### src/rtl/datapath_controller.sv
// Multi-cycle control FSM for the 16-bit register-file/ALU/data-memory datapath.
// Owns PC and IR; decodes each instruction into one execute state per phase.
module datapath_controller #(
  parameter int          PC_W    = 7,
  parameter logic [2:0]  ALU_ADD = 3'd1,
  parameter logic [2:0]  ALU_SUB = 3'd2
) (
  input  logic            clk,
  input  logic            reset,
  input  logic [15:0]     IR_data,
  output logic [PC_W-1:0] PC_out,
  output logic [15:0]     IR_out,
  output logic [3:0]      state_out,
  output logic [7:0]      D_Addr,
  output logic            D_wr,
  output logic            RF_s,
  output logic [3:0]      RF_W_addr,
  output logic            RF_W_en,
  output logic [3:0]      RF_Ra_addr,
  output logic [3:0]      RF_Rb_addr,
  output logic [2:0]      Alu_s0
);

  typedef enum logic [3:0] {
    S_INIT   = 4'd0,
    S_FETCH  = 4'd1,
    S_DECODE = 4'd2,
    S_NOOP   = 4'd3,
    S_LOAD_A = 4'd4,
    S_LOAD_B = 4'd5,
    S_STORE  = 4'd6,
    S_ADD    = 4'd7,
    S_SUB    = 4'd8,
    S_HALT   = 4'd9
  } state_t;

  state_t          r_state;
  logic [PC_W-1:0] r_pc;
  logic [15:0]     r_ir;

  always_ff @(posedge clk) begin
    if (reset) begin
      r_state <= S_INIT;
      r_pc    <= '0;
      r_ir    <= '0;
    end else begin
      case (r_state)
        S_INIT:   r_state <= S_FETCH;
        S_FETCH:  r_state <= S_DECODE;
        S_DECODE: begin
          r_ir <= IR_data;
          r_pc <= r_pc + PC_W'(1);
          case (IR_data[15:12])
            4'd1:    r_state <= S_STORE;
            4'd2:    r_state <= S_LOAD_A;
            4'd3:    r_state <= S_ADD;
            4'd4:    r_state <= S_SUB;
            4'd5:    r_state <= S_HALT;
            default: r_state <= S_NOOP;
          endcase
        end
        S_LOAD_A: r_state <= S_LOAD_B;
        S_HALT:   r_state <= S_HALT;
        default:  r_state <= S_FETCH;
      endcase
    end
  end

  // Controls decode from state and the latched IR only, never from IR_data.
  always_comb begin
    D_Addr     = '0;
    D_wr       = 1'b0;
    RF_s       = 1'b0;
    RF_W_addr  = '0;
    RF_W_en    = 1'b0;
    RF_Ra_addr = '0;
    RF_Rb_addr = '0;
    Alu_s0     = '0;
    case (r_state)
      S_STORE: begin
        D_Addr     = r_ir[7:0];
        RF_Ra_addr = r_ir[11:8];
        D_wr       = 1'b1;
      end
      S_LOAD_A, S_LOAD_B: begin
        D_Addr    = r_ir[7:0];
        RF_s      = 1'b1;
        RF_W_addr = r_ir[11:8];
        RF_W_en   = (r_state == S_LOAD_B);
      end
      S_ADD, S_SUB: begin
        RF_Ra_addr = r_ir[11:8];
        RF_Rb_addr = r_ir[7:4];
        Alu_s0     = (r_state == S_ADD) ? ALU_ADD : ALU_SUB;
        RF_W_addr  = r_ir[3:0];
        RF_W_en    = 1'b1;
      end
      default: ;
    endcase
  end

  assign PC_out    = r_pc;
  assign IR_out    = r_ir;
  assign state_out = r_state;

endmodule

### config.mk
export PLATFORM = sky130hd
export DESIGN_NAME = datapath_controller
export DESIGN_NICKNAME = d
export VERILOG_FILES = /design/src/rtl/datapath_controller.sv
export SDC_FILE = /design/constraint.sdc
export NUM_CORES = 1
export LEC_CHECK = 0
export BUFFER_PORTS_ARGS = -buffer_cell sky130_fd_sc_hd__clkbuf_2
export CORE_UTILIZATION = 44
export DETAILED_ROUTE_END_ITERATION = 12
export PLACE_DENSITY = 0.78
export REMOVE_ABC_BUFFERS = 1
export SKIP_CTS_REPAIR_TIMING = 1
export SYNTH_ARGS = -nofsm -noshare
export SYNTH_HDL_FRONTEND = slang
export SYNTH_SLANG_ARGS = --single-unit
### constraint.sdc
create_clock -name clk -period 2.3 [get_ports clk]
set_clock_uncertainty 0.15 [all_clocks]
set_input_delay 0.115 -clock clk [delete_from_list [all_inputs] [get_ports clk]]
set_output_delay 0.115 -clock clk [all_outputs]
set_load 0.03 [all_outputs]
==> impl_metrics.toml, run 1 <==
[floorplanning]
die_h_um = 57.3
die_w_um = 57.3
die-area_um2 = 3280
coreArea_um2 = 2830
ioPinCount = 71
num_rows = 19
start_util = 0.475

[clock_network]
clock_sinks = 27
cts_tree = "yes"
cts_buffer_depth = 2
clock_latency_ns = 0.33
numCtsBuffers = 3
clk_pin_slew_ns = 0.15
htree_levels = 1
clockRootBuffer = "clkbuf_4"

[job]
drv_cap = 0

[synthesis]
netlist_instances = 171
synth-edff-count = 0
synth_top_area_share = 0.402
synth.distinct_cells = 35
async_flop_share = 0
synth_top_cell_by_area = "dfxtp_1"
postSynthRegisterBits = 27
ys.flop_type = "dfxtp_1"
yosys_warnings = 0
syn_area_per_cell_um2 = 7.87
synth_area_leaders = "dfxtp_1 40%, nand2_1 10%, a21oi_1 8.9%"
syn_area_um2 = 1350
seq_area_frac_synth = 0.402

[timing]
fmaxAchievable_mhz = 491
finalCritPeriodShare = 0.885
rsz0062_at_grt = "false"
slew_headroom = 0.645
finalHoldViolations = 0
maxSlewViolCount = 0
setup_violations = 0
fin_ws_ns = 0.265
period_needed_ns = 2.03
worstMarginPinSlew_ns = 0.532

[setup_path]
crit_type = "register to output pin"
start_kind = "register"
crit_arrival_ns = 1.77
worst_setup_path_end_kind = "output pin"
critPathRequiredTime_ns = 2.04
crit_buf_inv = 1
crit_fanout = 10
slowest_stage = "dfxtp_2"
crit_chain = "nor4b_1 > o21bai_2 > and2_1 > clkbuf_2"
cpPeakStageDelay_ns = 0.47
critical-path-top-delay-family = "simple AND/OR/NAND/NOR gates"

[placed_design]
place_inst = 263
port_buffers = 69
place_ws_ns = 0.272
dpl.hpwl_um = 2460
dpl_cell_area_um2 = 1700
gp_congestion = 0.816

[drt]
drtIter0Drc = 70
dr.pass1.iters = 8
ant_nets = 0
drcViolationCount = 4
routedWlPerCell_um = 12.6
vias = 1484
viasPerCell = 5.24
drt_wl_total_um = 3570

[finish]
layout_common_cells = "69 x clkbuf_2, 37 x nand2_1, 24 x dfxtp_1, 24 x a21oi_1, 16 x dlygate4sd3_1"
fin_area_um2 = 1900
fill_cells = 245
area_delta_synth_final_pct = 41.1
nets = 272
final_cells = 283
layout_commonest_cell = "clkbuf_2"
antenna_cells = 0
drive_gt1_frac = 0.333

[grt]
grt.total_usage = 0.209
grt_overflow = 0
antenna_found_initial = 0
grt_max_degree = 27
grt_pass1_wl_um = 5400
grt_pass1_vias = 1195

[pwr]
pwr_density_cell_nw_per_um2 = 483
p_total_mw = 0.917
ir_drop_v = 0.000402
total_leakage_power_nw = 0.885

[outcome]
violations = "design-rule violations"
status = "finished with violations"

[min_path]
hp-class = "input pin to register"
## power by group
| part | internal (mW) | leakage [nW] | total [mW] | switching, mW |
|---|---|---|---|---|
| clock | 0.0680 | 0.0150 | 0.206 | 0.138 |
| combinational | 0.0758 | 0.650 | 0.193 | 0.117 |
| sequential | 0.490 | 0.220 | 0.518 | 0.0279 |
## cells in the mapped netlist, types with 4 or more instances
master    count
o21ai_0       7
or3_1         4
dfxtp_1      27
a21oi_1      24
nand2_1      37
a22o_1        4
clkbuf_1      7
nor2_1        4
and2_1        9
and3_1        8
## routing by layer
layer	part of all wire	GRT usage	routed length [um]	vias to the layer above
met5	0	0	0	-
met4	0.010	0.0314	36	0
met3	0.050	0.0522	178	4
met2	0.48	0.348	1720	46
met1	0.46	0.279	1630	684
li1	-	-	-	750
## state kept, by name, summed over array words and instances (netlist names)
| signal | cells |
|---|---|
| state_out | 4 |
| IR_out | 16 |
| PC_out | 7 |
## path summary, 6_finish.rpt
path	slack [ns]	start	to	cells past startpoint
worst max-delay path	0.27	state_out[3]$_SDFF_PP0_	RF_Rb_addr[0]	4
worst max register to register	0.34	state_out[1]$_SDFF_PP0_	state_out[3]$_SDFF_PP0_	4
worst min register to register	0.32	IR_out[14]$_SDFFE_PP0P_	IR_out[14]$_SDFFE_PP0P_	2
worst min-delay path	0.16	reset	IR_out[9]$_SDFFE_PP0P_	2
## metrics by stage
stage          hold WS, ns  TNS (ns)   util
3_3_place_gp         0.191         0  0.602
2_1_floorplan       0.0341     -6.18      -
3_5_place_dp         0.193         0  0.602
4_1_cts             -0.168    -0.316  0.612
6_report             0.164         0  0.671
5_1_grt              0.174         0  0.671
## cells by family after synthesis
logic type                 synth area share
DFF                                   0.402
adders and majority gates           0.00930
AOI/OAI and AO/OA                     0.193
buffers and inverters                0.0586
xor gates and xnor gates             0.0130
and+or+nand+nor                       0.321
other                               0.00279
## worst reg2reg max path, delay by kind of cell (launching register included)
family	cells	cell delay, ns
AOI/OAI and AO/OA	1	0.13
buffers and inverters	1	0.23
DFF	1	0.47
and+or+nand+nor	2	0.92
## final cells by class
type | instances | area (um^2) | share of cell area
clock buffer | 4 | 26.3 | 0.0138
tap | 31 | 38.8 | 0.0204
sequential | 27 | 544 | 0.287
inverter | 2 | 7.51 | 0.00396
multi-input combinational | 129 | 738 | 0.389
timing repair buffer | 90 | 543 | 0.286
(Power assumes the default switching activity.)
==> run 2: changes to the inputs <==
--- a/config.mk
+++ b/config.mk
@@ -5,10 +5,11 @@
 export SDC_FILE = /design/constraint.sdc
 export NUM_CORES = 1
 export LEC_CHECK = 0
+export ABC_AREA = 1
 export BUFFER_PORTS_ARGS = -buffer_cell sky130_fd_sc_hd__clkbuf_2
 export CORE_UTILIZATION = 44
 export DETAILED_ROUTE_END_ITERATION = 12
-export PLACE_DENSITY = 0.78
+export PLACE_DENSITY = 0.79
 export REMOVE_ABC_BUFFERS = 1
 export SKIP_CTS_REPAIR_TIMING = 1
 export SYNTH_ARGS = -nofsm -noshare
==> run 2 against run 1 <==
  * The run still ends with design-rule violations left
  * Cell area fell by 1.3%
  * Global-route usage shrank 2.1 points
  * First-iteration DRC count rose by 21%
  * Fmax shrank 0.56%
  * Sequential power grew 6.0%
  * Critical path depth is 3 higher
  * Largest power group unchanged
==> impl_metrics.toml, run 2 <==
[min_path]
hp-class = "register to register"
hold_end = "IR_out[4]$_SDFFE_PP0P_"
whs_path_depth = 2
hold_start = "IR_out[4]$_SDFFE_PP0P_"

[synthesis]
syn_area_per_cell_um2 = 6.78
synth_top_cell_by_area = "dfxtp_1"
synth_area_leaders = "dfxtp_1 41%, nor2_1 11%, inv_1 9.1%"
ys.flop_type = "dfxtp_1"
postSynthRegisterBits = 27
syn_area_um2 = 1320
netlist_top_cells_count = "38 x nor2_1, 32 x inv_1, 27 x dfxtp_1"
synth_top_area_share = 0.411
yosysMostFrequentCell = "nor2_1"
synth.distinct_cells = 24
synth-edff-count = 0
yosys_warnings = 0
seq_area_frac_synth = 0.411
netlist_instances = 194
async_flop_share = 0

[timing]
slew_headroom = 0.582
fmaxAchievable_mhz = 489
maxSlewViolCount = 0
fin_ws_ns = 0.254
worstMarginPinSlew_ns = 0.622
period_needed_ns = 2.05
finalCritPeriodShare = 0.890
setup_violations = 0
rsz0062_at_grt = "false"
finalHoldViolations = 0
finalHoldWorstSlack_ns = 0.356
setup_tns_ns = 0

[grt]
grt_max_degree = 28
grt_pass1_vias = 1087
grt_overflow = 0
antenna_found_initial = 0
grt_pass1_wl_um = 4800
grt.total_usage = 0.188

[drt]
routedWlPerCell_um = 10.6
dr.pass1.iters = 8
ant_nets = 0
vias = 1463
wl_met2_um = 1510
wl_met1_um = 1560
viasPerCell = 4.72
drt_wl_total_um = 3280
highest_layer = "met3"
wl_met3_um = 209
drtIter0Drc = 85
drcViolationCount = 22

[finish]
multi_input_area_um2 = 611
post-route-util = 0.668
drive_gt1_frac = 0.297
fill_cells = 250
layout_commonest_cell = "clkbuf_2"
seqCellArea_um2 = 541
layout_common_cells = "69 x clkbuf_2, 38 x nor2_1, 32 x inv_1"
largest_register_ffs = 16
area_delta_synth_final_pct = 42.3
antenna_cells = 0
nets = 299

[outcome]
status = "finished with violations"
violations = "design-rule violations"

[clock_network]
clk_pin_slew_ns = 0.16
clockRootBuffer = "clkbuf_4"
numCtsBuffers = 3
cts_buffer_depth = 2
htree_levels = 1
clock_latency_ns = 0.32
clock_sinks = 27
cts_tree = "yes"

[floorplanning]
start_util = 0.469
die_w_um = 56.7
ioPinCount = 71
num_rows = 19
die-area_um2 = 3210
coreArea_um2 = 2810
die_h_um = 56.7

[placed_design]
gp_congestion = 0.805
port_buffers = 69
dpl.hpwl_um = 2310
place_ws_ns = 0.665

[pwr]
pwr_density_cell_nw_per_um2 = 586
ir_drop_v = 0.000373
total_leakage_power_nw = 0.936
p_total_mw = 1.10

[job]
drv_cap = 0

[setup_path]
start_kind = "register"
critical-path-top-delay-family = "buffers and inverters"
rr_endpoint = "state_out[3]$_SDFF_PP0_"
crit_fanout = 4
worst_setup_path_end_kind = "output pin"
crit_chain = "inv_1 > nor2_1 > inv_1 > nor2_1 > inv_1 > o22ai_1 > clkbuf_2"
cpPeakStageDelay_ns = 0.38
cp_common_cell = "inv_1"
critPathRequiredTime_ns = 2.04
slowest_stage = "dfxtp_1"
regToRegStartpoint = "state_out[0]$_SDFF_PP0_"
reg2regPathDepth = 6
crit_buf_inv = 4
regToRegSetupSlack_ns = 0.48
crit_arrival_ns = 1.78
crit_type = "register to output pin"
-- run 2: cell count changes after synthesis, moves of 6 or more --
cell / before / now
nor2_1: 4 / 38
inv_1: 2 / 32
nand2_1: 37 / 24
o21ai_0: 7 / 17
and2_1: 9 / 0
and3_1: 8 / 0
clkbuf_1: 7 / 1
-- run 2: area by class of cell --
class / instances / share of cell area
clock inverters: 1 / 0.00401
inverters: 34 / 0.0681
multi-input cells: 127 / 0.326
repair buffers: 87 / 0.281
flip-flops and latches: 27 / 0.289
well taps: 31 / 0.0207
clock buffers: 3 / 0.0120
-- run 2: logic make-up after synthesis --
group,after synthesis,synth area share
AOI/OAI and AO/OA,45,0.179
adders and majority gates,1,0.00950
buffers and inverters,40,0.125
DFF,27,0.411
other,1,0.00285
and+or+nand+nor,80,0.273
-- run 2: routing by layer --
metal | vias up | track usage
li1 | 783 | -
met1 | 625 | 0.249
met2 | 55 | 0.315
met3 | 0 | 0.0346
met4 | 0 | 0.0429
met5 | - | 0
-- run 2: metrics by stage --
stage	instances	area, um^2
4_1_cts	292	1690
6_report	310	1870
2_1_floorplan	188	1280
5_1_grt	310	1870
3_3_place_gp	288	1660
3_5_place_dp	288	1660
-- run 2: worst min-delay path: stages (launching register included) --
cell	delay, ns
dfxtp_1	0.34
inv_1	0.08
a21oi_1	0.06
-- run 2: where the power goes --
group / internal [mW] / total [mW] / switching (mW)
clock: 0.0663 / 0.213 / 0.147
sequential: 0.515 / 0.549 / 0.0338
combinational: 0.105 / 0.337 / 0.232
-- run 2: how the worst max path moves through the flow --
stage                                 start           end  slack, ns  depth (start not counted)
CTS                 state_out[0]$_SDFF_PP0_     D_Addr[1]       0.28                          4
floorplan           state_out[2]$_SDFF_PP0_  RF_W_addr[0]     0.0006                          6
detailed placement  state_out[0]$_SDFF_PP0_     D_Addr[1]       0.67                          4
global placement    state_out[2]$_SDFF_PP0_  RF_W_addr[1]       0.68                          7
finish              state_out[2]$_SDFF_PP0_  RF_W_addr[1]       0.25                          7
global route        state_out[2]$_SDFF_PP0_  RF_W_addr[1]       0.10                          7
